===== src/rtl/prog_clk_div_pkg.sv =====
`default_nettype none
// ============================================================================
//  Module   : prog_clk_div_pkg
//  Brief    : Shared constants, types and helpers for the programmable
//             multi-channel clock divider.
//  Revision : 1.0 - initial release
// ============================================================================
package prog_clk_div_pkg;

    // Default width of divide values and per-channel counters
    localparam int c_DIV_W_DEFAULT = 16;

    // Divide value at the default width
    typedef logic [c_DIV_W_DEFAULT-1:0] div_t;

    // Width of a channel index; a single channel still gets a 1-bit index
    function automatic int ch_idx_w(input int n);
        return (n <= 1) ? 1 : $clog2(n);
    endfunction

endpackage
`default_nettype wire


===== src/rtl/clk_div_channel.sv =====
`default_nettype none
// ============================================================================
//  Module   : clk_div_channel
//  Brief    : One divider channel. Counts 0..DIV-1, drives a near-50% level
//             and a tick strobe on phase 0. A newly written divide value is
//             held pending and applied only at a period boundary, on an align
//             pulse, or immediately when the channel is off (DIV=0).
//  Revision : 1.0 - initial release
// ============================================================================
module clk_div_channel
    import prog_clk_div_pkg::*;
#(
    parameter int DIV_W       = c_DIV_W_DEFAULT,
    parameter int DEFAULT_DIV = 1024
) (
    input  logic             clk,
    input  logic             reset_fd,
    input  logic             en,
    input  logic             align,
    input  logic             wr,
    input  logic [DIV_W-1:0] div_in,
    output logic             pending,
    output logic             clk_out,
    output logic             tick
);

    logic [DIV_W-1:0] r_cnt;
    logic [DIV_W-1:0] r_act_div;
    logic [DIV_W-1:0] r_pend_div;
    logic             r_pending;
    logic             r_clk_out;
    logic             r_tick;

    logic             w_off;
    logic             w_wrap;
    logic             w_boundary;
    logic [DIV_W-1:0] w_act_next;
    logic [DIV_W-1:0] w_cnt_next;
    logic [DIV_W:0]   w_half_next;

    // A channel with divide value 0 is parked; a wrap is the last count of an enabled period
    assign w_off      = (r_act_div == '0);
    assign w_wrap     = !w_off && en && (r_cnt == (r_act_div - DIV_W'(1)));
    assign w_boundary = align || w_off || w_wrap;

    // Divide value and count in force after this edge; high phase is ceil(DIV/2)
    always_comb begin
        w_act_next = r_act_div;
        if (w_boundary && r_pending) begin
            w_act_next = r_pend_div;
        end

        w_cnt_next = r_cnt;
        if (w_boundary) begin
            w_cnt_next = '0;
        end else if (en) begin
            w_cnt_next = r_cnt + DIV_W'(1);
        end

        w_half_next = ({1'b0, w_act_next} + (DIV_W+1)'(1)) >> 1;
    end

    // Counter, divide registers and registered outputs
    always_ff @(posedge clk) begin
        if (reset_fd) begin
            r_cnt      <= '0;
            r_act_div  <= DIV_W'(DEFAULT_DIV);
            r_pend_div <= '0;
            r_pending  <= 1'b0;
            r_clk_out  <= 1'b0;
            r_tick     <= 1'b0;
        end else begin
            r_cnt     <= w_cnt_next;
            r_act_div <= w_act_next;

            if (w_boundary) begin
                r_pending <= 1'b0;
            end
            // A write in a boundary cycle lands after the old value was consumed
            if (wr) begin
                r_pend_div <= div_in;
                r_pending  <= 1'b1;
            end

            r_tick <= w_wrap && !align;

            if (align) begin
                r_clk_out <= (w_act_next != '0);
            end else if (w_off) begin
                r_clk_out <= 1'b0;
            end else if (en) begin
                r_clk_out <= ({1'b0, w_cnt_next} < w_half_next);
            end
        end
    end

    assign pending = r_pending;
    assign clk_out = r_clk_out;
    assign tick    = r_tick;

endmodule
`default_nettype wire


===== src/rtl/prog_clk_divider.sv =====
`default_nettype none
// ============================================================================
//  Module   : prog_clk_divider
//  Brief    : Multi-channel programmable divided-clock / tick generator with
//             glitch-free ratio updates and global phase alignment.
//  Revision : 1.0 - initial release
// ============================================================================
module prog_clk_divider
    import prog_clk_div_pkg::*;
#(
    parameter int N_CH        = 4,
    parameter int DIV_W       = c_DIV_W_DEFAULT,
    parameter int DEFAULT_DIV = 1024
) (
    input  logic                      clk,
    input  logic                      reset_fd,
    input  logic [N_CH-1:0]           en,
    input  logic                      phase_align,
    input  logic                      cfg_wr,
    input  logic [ch_idx_w(N_CH)-1:0] cfg_ch,
    input  logic [DIV_W-1:0]          cfg_div,
    output logic [N_CH-1:0]           cfg_pending,
    output logic [N_CH-1:0]           clk_out,
    output logic [N_CH-1:0]           tick
);

    localparam int c_CH_W = ch_idx_w(N_CH);

    for (genvar gi = 0; gi < N_CH; gi++) begin : g_ch
        logic w_wr;

        // Out-of-range channel indices match no channel and are dropped
        assign w_wr = cfg_wr && (cfg_ch == c_CH_W'(gi));

        clk_div_channel #(
            .DIV_W       (DIV_W),
            .DEFAULT_DIV (DEFAULT_DIV)
        ) u_ch (
            .clk      (clk),
            .reset_fd (reset_fd),
            .en       (en[gi]),
            .align    (phase_align),
            .wr       (w_wr),
            .div_in   (cfg_div),
            .pending  (cfg_pending[gi]),
            .clk_out  (clk_out[gi]),
            .tick     (tick[gi])
        );
    end

endmodule
`default_nettype wire


===== config.mk =====
export PLATFORM = sky130hd
export DESIGN_NAME = prog_clk_divider
export DESIGN_NICKNAME = d
export VERILOG_FILES = /design/src/rtl/prog_clk_div_pkg.sv /design/src/rtl/clk_div_channel.sv /design/src/rtl/prog_clk_divider.sv
export SDC_FILE = /design/constraint.sdc
export NUM_CORES = 1
export LEC_CHECK = 0
export BUFFER_PORTS_ARGS = -buffer_cell sky130_fd_sc_hd__buf_2
export CAP_MARGIN = 20
export CORE_UTILIZATION = 23
export DETAILED_ROUTE_END_ITERATION = 16
export PLACE_DENSITY_LB_ADDON = 0.05
export SLEW_MARGIN = 20
export SYNTH_ARGS = -nofsm -noshare
export SYNTH_HDL_FRONTEND = slang
export SYNTH_HIERARCHICAL = 1
export SYNTH_SLANG_ARGS = --single-unit

===== constraint.sdc =====
create_clock -name clk -period 7 [get_ports clk]
set_input_delay 0.35 -clock clk [delete_from_list [all_inputs] [get_ports clk]]
set_output_delay 0.35 -clock clk [all_outputs]
set_load 0.005 [all_outputs]

==> results of run 1 <==
[placed cells by master, fill, tap and decap left out, drive strengths merged, types with 12 or more instances in the layout]
cell,n
and3,25
o21ai,20
buf,87
nand2b,16
a21oi,76
mux2i,116
mux2,12
nand4b,12
o211ai,140
xor2,92
nand3,92
nand2,96
and4,12
a21o,12
dfxtp,204
ha,76
nor2b,28
a31oi,16
xnor2,144
nor4,40
nand4,60
nor2,204
and2,12
or3,28
nor3,116
inv,48
clkbuf,46
[cells by family (layout without fill, tap and decap cells)]
kind of cell / Yosys count / count (layout)
simple gates: 792 / 792
compound gates: 336 / 336
xor+xnor: 236 / 236
buf+inv: 232 / 189
flops: 204 / 204
mux: 128 / 128
fa+ha+maj: 76 / 76
[area by class of cell]
| cell class | instances | share of cell area |
|---|---|---|
| Multi-Input combinational cell | 1568 | 0.610 |
| Inverter | 48 | 0.00999 |
| Timing Repair Buffer | 87 | 0.0314 |
| Clock inverter | 8 | 0.00652 |
| Clock buffer | 46 | 0.0506 |
| Tap cell | 931 | 0.0646 |
| Sequential cell | 204 | 0.226 |
[routing by layer]
layer,track usage,vias up
li1,-,7138
met1,0.236,6996
met2,0.263,216
met3,0.0196,64
met4,0.0374,0
met5,0,-
[worst paths after layout]
| kind | cells after the start | endpoint | start | slack [ns] |
|---|---|---|---|---|
| max reg2reg | 23 | g_ch[2].u_ch/clk_out$_SDFFE_PP0P_ | g_ch[2].u_ch/r_act_div[0]$_SDFF_PP0_ | 0.54 |
| max | 23 | g_ch[2].u_ch/clk_out$_SDFFE_PP0P_ | g_ch[2].u_ch/r_act_div[0]$_SDFF_PP0_ | 0.54 |
| min | 3 | g_ch[0].u_ch/r_pend_div[11]$_SDFFE_PP0P_ | cfg_div[11] | 0.14 |
| min reg2reg | 2 | g_ch[1].u_ch/r_pend_div[0]$_SDFFE_PP0P_ | g_ch[1].u_ch/r_pend_div[0]$_SDFFE_PP0P_ | 0.54 |
[critical path, cell delays in order, from the launching register on]
cell and delay [ns]:
dfxtp_1 0.43, inv_1 0.11, ha_1 0.33, or3b_2 0.51, nor4_4 0.24, nand3b_1 0.17, a41oi_2 0.16, o211ai_2 0.72
o211ai_1 0.27, nand2_1 0.13, ha_1 0.31, nand3_1 0.18, nor3_1 0.50, nand3_1 0.17, xnor2_1 0.19, mux2i_1 0.10
ha_1 0.21, a2111o_1 0.36, a31oi_1 0.14, o21ai_0 0.10, a31oi_1 0.20, a31oi_1 0.14, or4bb_1 0.53, o211ai_1 0.17
[power groups by stage]
stage | sequential, mW | combinational, mW | clock, mW
detailed placement | 1.24 | 0.248 | 0
finish | 1.22 | 0.246 | 1.61
global route | 1.22 | 0.270 | 1.72
CTS | 1.22 | 0.249 | 1.67
global placement | 1.24 | 0.249 | 0
floorplan | 1.22 | 0.170 | 0
[registers in the layout, indices dropped and copies added (netlist names)]
register	count
g_ch.u_ch/tick	4
g_ch.u_ch/r_act_div	64
g_ch.u_ch/pending	4
g_ch.u_ch/clk_out	4
g_ch.u_ch/r_cnt	64
g_ch.u_ch/r_pend_div	64
==> impl_metrics.py, run 1 <==
metrics = {
    "run_status": {
        "outcome": "finished, final reports clean",
    },
    "drt": {
        "top_layer": "met4",
        "drtIter0Drc": 816,
        "wire_per_inst_um": 20.4,
        "drt_pass1_iterations": 5,
        "ant_nets": 0,
        "vias": 14400,
        "via_per_inst": 4.98,
        "wl_um": 59100,
        "drc": 0,
        "wl_met1_um": 29700,
        "route.met2.wl_um": 26400,
        "wl_met3_um": 2010,
    },
    "floorplanning": {
        "die_height_um": 267,
        "dieArea_um2": 71100,
        "dieWidth_um": 267,
        "rows": 96,
        "start_util": 0.234,
        "io_pins": 38,
        "coreArea_um2": 68900,
    },
    "power": {
        "power_frac_clock": 0.523,
        "p_seq_frac": 0.396,
        "cellPowerDensity_nw_per_um2": 170,
        "p_leak_nw": 6.50,
        "p_int_mw": 2.26,
        "total_power_mw": 3.07,
        "swShare": 0.264,
        "power_frac_comb": 0.080,
        "peakVddDrop_mv": 0.176,
        "p_switching_uw": 811,
    },
    "sta": {
        "period_share": 0.922,
        "rsz0062_at_grt": "no",
        "fmax_mhz": 155,
        "period_needed_ns": 6.46,
        "hold_viol": 0,
        "worst_pin_slew_ns": 0.973,
        "setup_viol_count_final": 0,
        "setup_slack_ns": 0.544,
        "slew_viol_final": 0,
        "slew_headroom": 0.346,
        "whs_ns": 0.143,
        "final.setup_skew_ns": 0.00978,
        "tns_ns": 0,
    },
    "synthesis": {
        "synthTopCellsByCount": "dfxtp_1, nor2_1, xnor2_1",
        "yosysSeqAreaShare": 0.254,
        "synthMuxAreaShare": 0.0805,
        "synth_top_area_cell": "dfxtp_1",
        "yosys_register_bits": 204,
        "syn_area_um2": 16100,
        "yosysTopAreaCellShare": 0.254,
        "yosysWarningCount": 6,
        "synth_enable_flop_cells": 0,
        "synth-adder-area-share": 0.0591,
        "avgSynthCellArea_um2": 8.04,
        "yosys.area_share.simple": 0.261,
        "synth_compound_area_frac": 0.154,
        "syn_inst": 2004,
        "synth_nets": 2106,
        "yosysUniqueCellTypes": 59,
        "synth_flop_cell": "dfxtp_1",
        "synth_xor_area_frac": 0.128,
        "synthTopCellsByArea": "dfxtp_1, xnor2_1, mux2i_1",
        "async_flop_share": 0,
        "synth_top_family_by_area": "simple AND/OR/NAND/NOR gates",
    },
    "finish": {
        "diodes": 0,
        "post-route-util": 0.262,
        "fin_nets": 2041,
        "regArea_um2": 4080,
        "multi_input_area_um2": 11000,
        "synthToLayoutAreaGrowth_pct": 12.0,
        "layout-drive-gt1-share": 0.100,
        "finalInstanceArea_um2": 18000,
        "stdcell_count": 2892,
        "nFillCells": 7539,
    },
    "clock_tree": {
        "cts_root_buffer": "clkbuf_16",
        "cts_buffers": 30,
        "insertion_delay_ns": 0.59,
        "ctsResizeCount": 0,
        "cts.sinks": 204,
        "post_cts_buffers": 0,
        "clock_path_buffers": 3,
        "tritoncts": "yes",
        "path_clk_slew_ns": 0.06,
        "htree_levels": 1,
        "ctsHoldBuffers": 0,
    },
    "global_route": {
        "gr-total-overflow": 0,
        "grt_first_pass_wirelength_um": 91100,
        "grt.total_usage": 0.165,
        "grt_antenna_before_repair": 1,
        "grt_pass1_vias": 14300,
        "grt_max_degree": 66,
    },
    "setup_path": {
        "start_kind": "register",
        "endpoint_kind": "register",
        "arrival_ns": 6.97,
        "path_class": "reg -> reg",
        "crit_fanout": 17,
        "required_ns": 7.51,
    },
    "placed_design": {
        "preCtsSetupSlack_ns": 0.600,
        "place_area_um2": 17000,
        "hpwlAfterDp_um": 43300,
        "io_buffers": 37,
        "place_inst": 2838,
        "place.gp.congestion": 0.790,
    },
    "hold_path": {
        "hp-class": "in -> reg",
    },
    "job": {
        "max_cap_violations": 0,
    },
}
No activity file was read; power rests on OpenSTA's default activity.
==> inputs of run 2 (changes only) <==
- CORE_UTILIZATION: 23 -> 50
- RECOVER_POWER: unset -> 50
==> run 2 against run 1 <==
The run now ends with max-capacitance violations, max-slew violations left. Final area fell by 5.6%. Final cell count shrank 20%. Critical path depth shrank 1. Global-route usage is 11 points higher. Clock power shrank 4%. Critical path type unchanged. Critical endpoint is now g_ch[1].u_ch/clk_out$_SDFFE_PP0P_. Highest routed layer unchanged.
==> impl_metrics.py, run 2 (synthesized netlist as in run 1, its figures left out) <==
metrics = {
    "run_status": {
        "outcome": "finished, violations left",
        "failed_checks": "max-capacitance violations, max-slew violations",
    },
    "finish": {
        "synthToLayoutAreaGrowth_pct": 5.68,
        "stdcell_count": 2328,
        "final_cell_mix": "nor2_1, dfxtp_1, xnor2_1",
        "diodes": 0,
        "fin_nets": 2010,
        "reg.largest.list": "g_ch.u_ch/r_act_div: 64 flops, g_ch.u_ch/r_cnt: 64 flops, g_ch.u_ch/r_pend_div: 64 flops",
        "layout-drive-gt1-share": 0.0763,
    },
    "power": {
        "total_power_mw": 2.98,
        "p_leak_nw": 6.26,
        "cellPowerDensity_nw_per_um2": 175,
        "peakVddDrop_mv": 0.176,
    },
    "global_route": {
        "grt_first_pass_wirelength_um": 74200,
        "grt_pass1_vias": 13700,
        "grt.total_usage": 0.275,
        "grt_antenna_before_repair": 0,
        "grt_max_degree": 85,
        "gr-total-overflow": 0,
    },
    "setup_path": {
        "start_kind": "register",
        "endpoint_kind": "register",
        "critPathSlowestCell": "a2111oi_0",
        "crit_fanout": 17,
        "path_class": "reg -> reg",
        "path_delay_family": "compound AO/OA/AOI/OAI gates",
        "crit_chain": "inv_1 > ha_1 > nand4b_1 > a2111oi_0 > o211a_1 > o2111a_1 > o211ai_1 > nand2_1 > ha_1 > nand3_1 > nor3_1 > nand3_1 > xnor2_1 > mux2i_1 > ha_1 > a2111o_1 > a31oi_1 > o21ai_0 > a31oi_1 > a31oi_1 > or4bb_1 > o211ai_1",
        "arrival_ns": 6.94,
        "required_ns": 7.48,
        "worst_path_largest_cell_delay_ns": 0.69,
        "path_buf_inv": 1,
    },
    "sta": {
        "period_share": 0.924,
        "setup_slack_ns": 0.532,
        "fmax_mhz": 155,
        "final.setup_skew_ns": 0.0179,
        "slew_headroom": -1.71,
        "whs_ns": 0.123,
        "setup_viol_count_final": 0,
        "slew_viol_final": 231,
        "worst_pin_slew_ns": 4.06,
        "hold_viol": 0,
        "period_needed_ns": 6.47,
        "rsz0062_at_grt": "no",
        "tns_ns": 0,
    },
    "clock_tree": {
        "cts_buffers": 27,
        "cts_root_buffer": "clkbuf_16",
        "path_clk_slew_ns": 0.06,
        "insertion_delay_ns": 0.56,
        "ctsResizeCount": 0,
        "htree_levels": 1,
        "clock_path_buffers": 3,
        "cts.sinks": 204,
        "ctsHoldBuffers": 0,
        "tritoncts": "yes",
        "post_cts_buffers": 0,
    },
    "drt": {
        "drc": 0,
        "via_per_inst": 6.23,
        "wl_um": 45900,
        "drtIter0Drc": 1018,
        "drt_pass1_iterations": 8,
        "ant_nets": 0,
        "vias": 14500,
        "wire_per_inst_um": 19.7,
    },
    "floorplanning": {
        "coreArea_um2": 31600,
        "dieWidth_um": 181,
        "die_height_um": 181,
        "start_util": 0.509,
        "io_pins": 38,
        "dieArea_um2": 32900,
        "rows": 65,
    },
    "placed_design": {
        "place_inst": 2281,
        "io_buffers": 37,
        "hpwlAfterDp_um": 32600,
        "place.gp.congestion": 0.907,
        "preCtsSetupSlack_ns": 0.728,
    },
    "hold_path": {
        "hp-class": "in -> reg",
    },
    "job": {
        "max_cap_violations": 4,
    },
}
==> run 2: cell count changes in the layout (fill, tap and decap cells not counted), moves of 4 or more <==
cell	before	now
buf_4	50	15
clkbuf_1	7	18
clkbuf_8	8	2
buf_2	36	32
bufinv_16	3	7
clkbuf_16	31	27
==> run 2: area by class of cell <==
| class | count | area [um2] |
|---|---|---|
| sequential | 204 | 4080 |
| timing repair buffer | 59 | 318 |
| multi-input combinational | 1568 | 11000 |
| fill | 3001 | 14600 |
| clock buffer | 35 | 726 |
| tap | 402 | 503 |
| inverter | 48 | 180 |
| clock inverter | 12 | 241 |
==> run 2: per-stage QoR <==
| stage | instance area (um2) | util |
|---|---|---|
| after global routing | 17000 | 0.538 |
| after global placement | 16100 | 0.510 |
| after detailed placement | 16100 | 0.510 |
| final | 17000 | 0.538 |
| after CTS | 17100 | 0.540 |
| after floorplan | 16100 | - |
==> run 2: per-layer routing <==
layer,up-vias,routed length (um),GRT usage
met1,6982,21400,0.380
met2,377,21000,0.443
li1,7062,-,-
met4,0,1490,0.0902
met5,-,0,0
met3,81,2010,0.0339
==> run 2: worst register-to-register path: cells and delay by family, from the launching register on <==
kind	cells	cell delay, ns
buffers and inverters	1	0.09
AND/OR/NAND/NOR	6	1.67
AO/OA/AOI/OAI	10	2.92
multiplexers	1	0.09
adder cells (fa/ha/maj)	3	0.87
XOR/XNOR	1	0.17
flip-flops	1	0.58
==> run 2: path summary, 6_finish.rpt <==
kind                                                         startpoint                                       end  slack (ns)  cells after the start
worst max register to register     g_ch[1].u_ch/r_act_div[0]$_SDFF_PP0_         g_ch[1].u_ch/clk_out$_SDFFE_PP0P_        0.53                     22
worst min-delay path                                        cfg_div[11]  g_ch[1].u_ch/r_pend_div[11]$_SDFFE_PP0P_        0.12                      3
worst max-delay path               g_ch[1].u_ch/r_act_div[0]$_SDFF_PP0_         g_ch[1].u_ch/clk_out$_SDFFE_PP0P_        0.53                     22
worst min register to register  g_ch[2].u_ch/r_pend_div[9]$_SDFFE_PP0P_      g_ch[2].u_ch/r_act_div[9]$_SDFF_PP0_        0.52                      2
==> run 2: where the power goes <==
group	internal, mW	switching (mW)	total, mW
logic	0.0798	0.145	0.225
clock network	0.982	0.555	1.54
registers	1.18	0.0340	1.22
total	2.24	0.734	2.98
==> inputs of run 3 (changes only) <==
- CORE_ASPECT_RATIO: unset -> 0.5
==> run 3 against run 2 <==
Final area fell by 0.71%. Maximum frequency shrank 1.3%. Via count up 1.3%. Flip-flop and latch count is the same. First-iteration DRC count increased by 26%. Non-clock buffer count is 3 lower. Clock power decreased by 15%. The flow now finishes without violations. Highest routed layer unchanged. Largest cell class unchanged. Combinational power hardly changed.
==> impl_metrics.py, run 3 (synthesized netlist as in run 1, its figures left out) <==
metrics = {
    "setup_path": {
        "r2r-start": "g_ch[3].u_ch/r_act_div[0]$_SDFF_PP0_",
        "crit_fanout": 12,
        "worst_path_largest_cell_delay_ns": 0.57,
        "path_class": "reg -> reg",
        "critPathLaunch": "g_ch[3].u_ch/r_act_div[0]$_SDFF_PP0_",
        "start_kind": "register",
        "path_delay_family": "simple AND/OR/NAND/NOR gates",
        "required_ns": 7.44,
        "arrival_ns": 6.99,
        "crit_chain": "inv_1 > ha_1 > or3b_2 > nor4_1 > nand3b_1 > a41oi_2 > o211ai_2 > o211ai_1 > nand2_1 > ha_1 > nand3_1 > nor3_1 > nand3_1 > xnor2_1 > mux2i_1 > ha_1 > a2111o_1 > a31oi_1 > o21ai_0 > a31oi_1 > a31oi_1 > or4bb_1 > o211ai_1",
        "path_buf_inv": 1,
        "endpoint_kind": "register",
        "critPathSlowestCell": "nor4_1",
    },
    "finish": {
        "fin_nets": 2002,
        "regArea_um2": 4080,
        "multi_input_area_um2": 11000,
        "final_cell_mix": "nor2_1, dfxtp_1, xnor2_1",
        "layout-drive-gt1-share": 0.0746,
        "reg.largest.list": "g_ch.u_ch/r_act_div: 64 flops, g_ch.u_ch/r_cnt: 64 flops, g_ch.u_ch/r_pend_div: 64 flops",
        "stdcell_count": 2348,
        "synthToLayoutAreaGrowth_pct": 4.93,
        "nFillCells": 2983,
        "finalInstanceArea_um2": 16900,
        "diodes": 0,
    },
    "floorplanning": {
        "io_pins": 38,
        "coreArea_um2": 31700,
        "dieArea_um2": 33000,
        "rows": 46,
        "die_height_um": 129,
        "dieWidth_um": 256,
        "start_util": 0.509,
    },
    "global_route": {
        "grt_pass1_vias": 13300,
        "gr-total-overflow": 0,
        "grt.total_usage": 0.276,
        "grt_max_degree": 136,
        "grt_antenna_before_repair": 0,
        "grt_first_pass_wirelength_um": 73800,
    },
    "placed_design": {
        "place.gp.congestion": 0.916,
        "hpwlAfterDp_um": 33700,
        "place_inst": 2307,
        "io_buffers": 37,
        "place_area_um2": 16100,
    },
    "sta": {
        "worst_pin_slew_ns": 1.19,
        "setup_viol_count_final": 0,
        "hold_viol": 0,
        "slew_headroom": 0.209,
        "fmax_mhz": 153,
        "period_share": 0.936,
        "slew_viol_final": 0,
        "tns_ns": 0,
        "rsz0062_at_grt": "no",
        "final.setup_skew_ns": 0.0293,
        "period_needed_ns": 6.56,
    },
    "clock_tree": {
        "post_cts_buffers": 0,
        "cts_root_buffer": "clkbuf_16",
        "ctsHoldBuffers": 0,
        "htree_levels": 1,
        "cts_buffers": 22,
        "cts.sinks": 204,
        "insertion_delay_ns": 0.54,
        "ctsResizeCount": 0,
        "path_clk_slew_ns": 0.07,
        "tritoncts": "yes",
        "clock_path_buffers": 3,
    },
    "power": {
        "p_seq_frac": 0.443,
        "p_switching_uw": 705,
        "p_leak_nw": 6.17,
        "swShare": 0.257,
        "p_int_mw": 2.04,
        "cellPowerDensity_nw_per_um2": 162,
        "peakVddDrop_mv": 0.157,
        "power_frac_clock": 0.476,
        "power_frac_comb": 0.081,
    },
    "drt": {
        "drc": 0,
        "drt_pass1_iterations": 6,
        "wire_per_inst_um": 19.9,
        "wl_um": 46600,
        "via_per_inst": 6.25,
        "drtIter0Drc": 1286,
        "vias": 14700,
        "ant_nets": 0,
    },
    "run_status": {
        "outcome": "finished, final reports clean",
    },
    "hold_path": {
        "hp-class": "in -> reg",
        "hp-start": "cfg_div[3]",
    },
    "job": {
        "max_cap_violations": 0,
    },
}
run 3: worst paths after layout:
check / to / slack [ns] / cells after the start
min reg2reg: g_ch[1].u_ch/r_act_div[8]$_SDFF_PP0_ / 0.54 / 2
max: g_ch[3].u_ch/clk_out$_SDFFE_PP0P_ / 0.44 / 23
min: g_ch[1].u_ch/r_pend_div[3]$_SDFFE_PP0P_ / 0.13 / 3
max reg2reg: g_ch[3].u_ch/clk_out$_SDFFE_PP0P_ / 0.44 / 23
run 3: cell type report:
class	count	share of cell area
Multi-Input combinational cell	1568	0.649
Sequential cell	204	0.242
Clock buffer	27	0.0367
Tap cell	432	0.0320
Timing Repair Buffer	56	0.0188
Clock inverter	13	0.0107
Inverter	48	0.0107
run 3: power groups by stage:
stage / logic (mW) / registers (mW) / clock network [mW]
5_1_grt: 0.243 / 1.22 / 1.39
2_1_floorplan: 0.170 / 1.22 / 0
4_1_cts: 0.224 / 1.21 / 1.34
3_5_place_dp: 0.223 / 1.24 / 0
3_3_place_gp: 0.218 / 1.24 / 0
6_report: 0.224 / 1.22 / 1.31
run 3: metrics by stage:
stage	hold slack [ns]	worst slack, ns	power, mW	util
2_1_floorplan	0.429	1.74	1.39	-
3_3_place_gp	0.508	0.949	1.46	0.510
3_5_place_dp	0.529	0.664	1.46	0.510
4_1_cts	0.125	0.632	2.78	0.535
5_1_grt	0.141	0.0809	2.85	0.534
6_report	0.135	0.445	2.75	0.534
run 3: worst reg2reg max path, cell delays in order (launching register included):
cell and delay [ns]:
dfxtp_1 0.44, inv_1 0.11, ha_1 0.36, or3b_2 0.49
nor4_1 0.57, nand3b_1 0.21, a41oi_2 0.17, o211ai_2 0.55
o211ai_1 0.24, nand2_1 0.12, ha_1 0.32, nand3_1 0.17
nor3_1 0.43, nand3_1 0.16, xnor2_1 0.17, mux2i_1 0.11
ha_1 0.22, a2111o_1 0.37, a31oi_1 0.14, o21ai_0 0.10
a31oi_1 0.22, a31oi_1 0.14, or4bb_1 0.51, o211ai_1 0.17
run 3: routing by layer:
metal  global-route usage  vias up  part of all wire
met5                    0        -                 0
met4               0.0560        0             0.018
met3               0.0496       48             0.072
met2                0.396      519              0.40
met1                0.424     7068              0.51
li1                     -     7051                 -
